**src/rtl/btn_pkg.sv**
```systemverilog
// Shared types and width helpers for the pushbutton debouncer.
package btn_pkg;

  typedef enum logic [1:0] {
    S_LOW     = 2'd0,
    S_WAIT_HI = 2'd1,
    S_HIGH    = 2'd2,
    S_WAIT_LO = 2'd3
  } btn_state_e;

  localparam int unsigned SyncStages = 2;

  // Counter width able to hold 0..n-1, never narrower than one bit.
  function automatic int unsigned cnt_w(input int unsigned n);
    return (n > 1) ? $clog2(n) : 1;
  endfunction

endpackage

```
**src/rtl/debounce_chan.sv**
```systemverilog
// One debounce channel: 2-flop synchroniser, tick-qualified stability FSM and edge pulses.
// Auto-repeat on held presses is built only when BTN_DEBOUNCE_REPEAT_EN is defined.
module debounce_chan
  import btn_pkg::*;
#(
  parameter int unsigned STABLE_TICKS = 16
`ifdef BTN_DEBOUNCE_REPEAT_EN
  ,
  parameter int unsigned REPEAT_DELAY = 64,
  parameter int unsigned REPEAT_RATE  = 16
`endif
) (
  input  logic clk,
  input  logic rst,
  input  logic tick_i,
  input  logic raw_i,
  output logic level_o,
  output logic rise_o,
  output logic fall_o
);

  localparam int unsigned CntW = cnt_w(STABLE_TICKS);
  localparam logic [CntW-1:0] CntMax = CntW'(STABLE_TICKS - 1);

  logic [SyncStages-1:0] sync_q, sync_d;
  logic                  sync;
  btn_state_e            state_q, state_d;
  logic [CntW-1:0]       cnt_q, cnt_d;
  logic                  level_q, level_d;
  logic                  rise_q, rise_d;
  logic                  fall_q, fall_d;
  logic                  rpt_fire;

  assign sync_d = {sync_q[SyncStages-2:0], raw_i};
  assign sync   = sync_q[SyncStages-1];

  always_comb begin
    state_d = state_q;
    cnt_d   = cnt_q;
    level_d = level_q;
    rise_d  = 1'b0;
    fall_d  = 1'b0;
    unique case (state_q)
      S_LOW: begin
        if (sync) begin
          state_d = S_WAIT_HI;
          cnt_d   = '0;
        end
      end
      S_WAIT_HI: begin
        if (!sync) begin
          state_d = S_LOW;
        end else if (tick_i) begin
          if (cnt_q == CntMax) begin
            state_d = S_HIGH;
            level_d = 1'b1;
            rise_d  = 1'b1;
          end else begin
            cnt_d = cnt_q + 1'b1;
          end
        end
      end
      S_HIGH: begin
        if (!sync) begin
          state_d = S_WAIT_LO;
          cnt_d   = '0;
        end else if (rpt_fire) begin
          rise_d = 1'b1;
        end
      end
      S_WAIT_LO: begin
        if (sync) begin
          state_d = S_HIGH;
        end else if (tick_i) begin
          if (cnt_q == CntMax) begin
            state_d = S_LOW;
            level_d = 1'b0;
            fall_d  = 1'b1;
          end else begin
            cnt_d = cnt_q + 1'b1;
          end
        end
      end
      default: state_d = S_LOW;
    endcase
  end

  always_ff @(posedge clk) begin
    if (rst) begin
      sync_q  <= '0;
      state_q <= S_LOW;
      cnt_q   <= '0;
      level_q <= 1'b0;
      rise_q  <= 1'b0;
      fall_q  <= 1'b0;
    end else begin
      sync_q  <= sync_d;
      state_q <= state_d;
      cnt_q   <= cnt_d;
      level_q <= level_d;
      rise_q  <= rise_d;
      fall_q  <= fall_d;
    end
  end

`ifdef BTN_DEBOUNCE_REPEAT_EN
  localparam int unsigned RptW = cnt_w((REPEAT_DELAY > REPEAT_RATE) ? REPEAT_DELAY : REPEAT_RATE);
  localparam logic [RptW-1:0] RptDelayMax = RptW'(REPEAT_DELAY - 1);
  localparam logic [RptW-1:0] RptRateMax  = RptW'(REPEAT_RATE - 1);

  logic [RptW-1:0] rpt_q, rpt_d;
  logic            rpt_first_q, rpt_first_d;

  // Held-high tick count; first period is REPEAT_DELAY, later ones REPEAT_RATE.
  always_comb begin
    rpt_d       = rpt_q;
    rpt_first_d = rpt_first_q;
    rpt_fire    = 1'b0;
    if ((state_q != S_HIGH) || !sync) begin
      rpt_d       = '0;
      rpt_first_d = 1'b1;
    end else if (tick_i) begin
      if (rpt_q == (rpt_first_q ? RptDelayMax : RptRateMax)) begin
        rpt_fire    = 1'b1;
        rpt_d       = '0;
        rpt_first_d = 1'b0;
      end else begin
        rpt_d = rpt_q + 1'b1;
      end
    end
  end

  always_ff @(posedge clk) begin
    if (rst) begin
      rpt_q       <= '0;
      rpt_first_q <= 1'b1;
    end else begin
      rpt_q       <= rpt_d;
      rpt_first_q <= rpt_first_d;
    end
  end
`else
  assign rpt_fire = 1'b0;
`endif

  assign level_o = level_q;
  assign rise_o  = rise_q;
  assign fall_o  = fall_q;

endmodule

```
**src/rtl/btn_debounce.sv**
```systemverilog
// Multi-channel pushbutton debouncer with a shared tick prescaler.
// Define BTN_DEBOUNCE_REPEAT_EN to add auto-repeat rise pulses on held inputs.
module btn_debounce
  import btn_pkg::*;
#(
  parameter int unsigned NUM_BTN      = 2,
  parameter int unsigned TICK_DIV     = 50000,
  parameter int unsigned STABLE_TICKS = 16,
  parameter int unsigned REPEAT_DELAY = 64,
  parameter int unsigned REPEAT_RATE  = 16
) (
  input  logic               clk,
  input  logic               rst,
  input  logic [NUM_BTN-1:0] btn_raw,
  output logic [NUM_BTN-1:0] btn_level,
  output logic [NUM_BTN-1:0] btn_rise,
  output logic [NUM_BTN-1:0] btn_fall,
  output logic               tick
);

  localparam int unsigned PreW = cnt_w(TICK_DIV);
  localparam logic [PreW-1:0] PreMax = PreW'(TICK_DIV - 1);

  if ((TICK_DIV < 2) || (STABLE_TICKS < 2) || (REPEAT_DELAY == 0) || (REPEAT_RATE == 0))
  begin : g_param_err
    $error("btn_debounce: TICK_DIV/STABLE_TICKS must be >= 2, repeat periods nonzero");
  end

  logic [PreW-1:0] pre_q, pre_d;

  assign pre_d = (pre_q == PreMax) ? '0 : pre_q + 1'b1;
  assign tick  = (pre_q == PreMax);

  always_ff @(posedge clk) begin
    if (rst) begin
      pre_q <= '0;
    end else begin
      pre_q <= pre_d;
    end
  end

  for (genvar i = 0; i < NUM_BTN; i++) begin : g_chan
    debounce_chan #(
      .STABLE_TICKS(STABLE_TICKS)
`ifdef BTN_DEBOUNCE_REPEAT_EN
      ,
      .REPEAT_DELAY(REPEAT_DELAY),
      .REPEAT_RATE (REPEAT_RATE)
`endif
    ) u_chan (
      .clk    (clk),
      .rst    (rst),
      .tick_i (tick),
      .raw_i  (btn_raw[i]),
      .level_o(btn_level[i]),
      .rise_o (btn_rise[i]),
      .fall_o (btn_fall[i])
    );
  end

endmodule
```
**config.mk**
```make
export PLATFORM = sky130hd
export DESIGN_NAME = btn_debounce
export DESIGN_NICKNAME = d
export VERILOG_FILES = /design/src/rtl/btn_pkg.sv /design/src/rtl/debounce_chan.sv /design/src/rtl/btn_debounce.sv
export SDC_FILE = /design/constraint.sdc
export NUM_CORES = 1
export LEC_CHECK = 0
export ABC_AREA = 1
export BUFFER_PORTS_ARGS = -buffer_cell sky130_fd_sc_hd__buf_4
export CORE_MARGIN = 2
export CORE_UTILIZATION = 60
export DETAILED_ROUTE_END_ITERATION = 12
export GPL_TIMING_DRIVEN = 0
export PLACE_DENSITY_LB_ADDON = 0.05
export SLEW_MARGIN = 20
export SYNTH_ARGS = -nofsm -noshare
export SYNTH_HDL_FRONTEND = slang
export SYNTH_SLANG_ARGS = --single-unit
export TNS_END_PERCENT = 50
```
**constraint.sdc**
```tcl
create_clock -name clk -period 2.8 [get_ports clk]
set_clock_uncertainty 0.15 [all_clocks]
set_input_delay 0.28 -clock clk [delete_from_list [all_inputs] [get_ports clk]]
set_output_delay 0.28 -clock clk [all_outputs]
set_load 0.005 [all_outputs]
```
==> impl_metrics.toml <==
[outcome]
status = "completed"

[sta]
max_slew.worst_pin.slew_ps = 285
fin_tns_setup_ps = 0
max_slew_margin = 0.808
max_freq_mhz = 471
finalSetupViolCount = 0
timing.final.ws_setup_ps = 675
whs_ps = 56.9
hold_viol = 0
fin_crit_ps = 2120
period_share = 0.759
maxSlewViolCount = 0
grt_setup_unrepaired = "false"

[setup_path]
required_ps = 2370
path_delay_family = "simple AND/OR/NAND/NOR gates"
cp-end-kind = "primary output"
cp_cell_sequence = "ha_1, nand3_2, nor2_4, nand2_4, inv_2, buf_4"
r2r_cells = 7
crit_end = "tick"
cp_max_fo = 5
critPathKind = "reg2out"
cp-startpoint = "pre_q[0]$_SDFF_PP0_"
crit_cells = 6
r2r_slack_ps = 1030
cp_slowest_cell = "dfxtp_1"
cp.buffers_inverters = 2
cp-start-kind = "flop"
crit_path_max_incr_delay_ps = 390
r2r-end = "pre_q[14]$_SDFF_PP0_"
crit_arrival_ps = 1690
reg2reg_from = "pre_q[0]$_SDFF_PP0_"

[floorplan]
die_h_um = 60.5
num_rows = 20
io_pins = 11
initial_core_util = 0.626
die-width_um = 60.5
die_area_um2 = 3650
coreArea_um2 = 3050

[routing]
drc = 0
vias = 1573
avgViaCountPerCell = 4.85
firstDrtPassIters = 4
drtIter0Drc = 52
wl_per_cell_um = 10.3
wirelength_um = 3330
antenna_left = 0

[global_routing]
grt_max_degree = 13
overflow = 0
grt_pass1_wl_um = 5640
grt_antenna_before_repair = 0
grt_pass1_vias = 1382
grtUsageTotal = 0.206

[cells_and_area]
area_delta_synth_final_pct = 11.9
antenna_cells = 0
final_common_cell = "nand2_1"
nFillCells = 270
final_nets = 286
drive_gt1_frac = 0.179
layout_common_cells = "53 x nand2_1, 38 x dfxtp_1, 37 x nor2_1"
fin_area_um2 = 2140

[placed_design]
gp_congestion = 0.855
numPortBuffers = 10
placed_area_um2 = 2040
dp_worst_setup_slack_ps = 1040
place_hpwl_um = 2440

[worst_hold_path]
whs_path_depth = 4
hold_class = "in2reg"
holdCritStartpoint = "rst"

[clocking]
numCtsBuffers = 5
cts_tree = "done"
clk_pin_slew_ps = 110
cts.sinks = 38
htree_levels = 2
postCtsSetupBuffers = 0
cts_buffer_depth = 2
clock_latency_ps = 340
cts_root_buf = "clkbuf_4"

[synthesis]
avgSynthCellArea_um2 = 7.35
netlist_instances = 260
synth_fp_nets = 267
ys_types = 34
synth_seq_cells = 38
netlist_area_um2 = 1910
seq_area_frac_synth = 0.398
ys_warn_count = 0

[pwr]
power.total_uw = 987
power_density_nw_per_um2 = 461
p_leak_uw = 0.000915
peakVddDrop_mv = 0.603

[job]
cap_violations = 0
cell usage after synthesis:
cell type   n  area share
a21oi_1    20       0.052
a21oi_2     1      0.0046
and3_1      1      0.0033
buf_2       1      0.0026
buf_4       6       0.024
buf_6       2       0.012
clkinv_1    1      0.0020
dfxtp_1    38        0.40
ha_1        3       0.020
inv_1      34       0.067
inv_2       2      0.0039
nand2_1    53        0.10
nand2_2     5       0.016
nand2_4     2       0.012
nand3_1    13       0.034
nand3_2     2       0.010
nand3_4     2       0.018
nand3b_4    1       0.010
nand4_1     4       0.013
nand4_2     1      0.0065
nor2_1     37       0.073
nor2_2      1      0.0033
nor2_4      3       0.018
nor3_1      8       0.021
nor3_2      1      0.0052
nor4_1      1      0.0033
o21ai_0     4       0.010
o21ai_2     1      0.0046
o22ai_1     1      0.0033
or2_0       2      0.0065
or2_2       1      0.0033
or3_1       1      0.0033
xnor2_1     4       0.018
xor2_1      3       0.014
state kept, by name, summed over array words and instances (netlist names), named ones only:
signal / count
pre_q: 16
g_chan.u_chan.cnt_q: 8
g_chan.u_chan.sync_q: 4
g_chan.u_chan.fall_o: 2
g_chan.u_chan.level_o: 2
g_chan.u_chan.rise_o: 2
g_chan.u_chan.state_q: 2
through the flow:
stage | utilization | cells
floorplan | - | 260
global placement | 0.669 | 314
detailed placement | 0.669 | 314
CTS | 0.701 | 324
global route | 0.701 | 324
finish | 0.701 | 324
how the worst min path moves through the flow:
stage,end,slack [ps]
floorplan,g_chan[0].u_chan.sync_q[0]$_SDFF_PP0_,240
global placement,g_chan[1].u_chan.sync_q[1]$_SDFF_PP0_,240
detailed placement,g_chan[1].u_chan.sync_q[1]$_SDFF_PP0_,260
CTS,g_chan[1].u_chan.cnt_q[0]$_SDFFE_PP0P_,50
global route,g_chan[1].u_chan.cnt_q[0]$_SDFFE_PP0P_,80
finish,g_chan[1].u_chan.cnt_q[0]$_SDFFE_PP0P_,60
logic make-up after synthesis:
family | synth area share
buf+inv | 0.111
fa+ha+maj | 0.0196
flops | 0.398
simple gates | 0.365
compound gates | 0.0753
xor+xnor | 0.0321
report_power, final:
group | total (µW) | switching [µW] | internal (µW)
logic | 61.2 | 36.7 | 24.4
registers | 560 | 9.20 | 551
clock network | 366 | 180 | 185
total | 987 | 226 | 761
area by class of cell:
type	instances	area, µm²	area share
timing repair buffer	12	95.1	0.0444
sequential	38	761	0.356
clock buffer	5	37.5	0.0175
tap	44	55.1	0.0257
multi-input combinational	176	940	0.439
clock inverter	3	40.0	0.0187
buffer	9	72.6	0.0339
inverter	37	139	0.0649
repair_timing:
item,in CTS,in global routing
endpoints found under the hold margin,2,0
hold buffers,2,0
endpoints found under the setup margin,0,0
gates resized for setup,0,0
tightest hold or removal path, cell delays in order:
cell and delay, ps:
buf_4 100, a21oi_1 40, o21ai_0 60, a21oi_1 40
per-layer routing:
metal | share of wire | vias up | track usage
li1 | - | 847 | -
met1 | 0.50 | 698 | 0.255
met2 | 0.45 | 22 | 0.339
met3 | 0.036 | 6 | 0.0640
met4 | 0.014 | 0 | 0.0745
met5 | 0 | - | 0
Note: power is estimated with default switching activity, not from simulation.
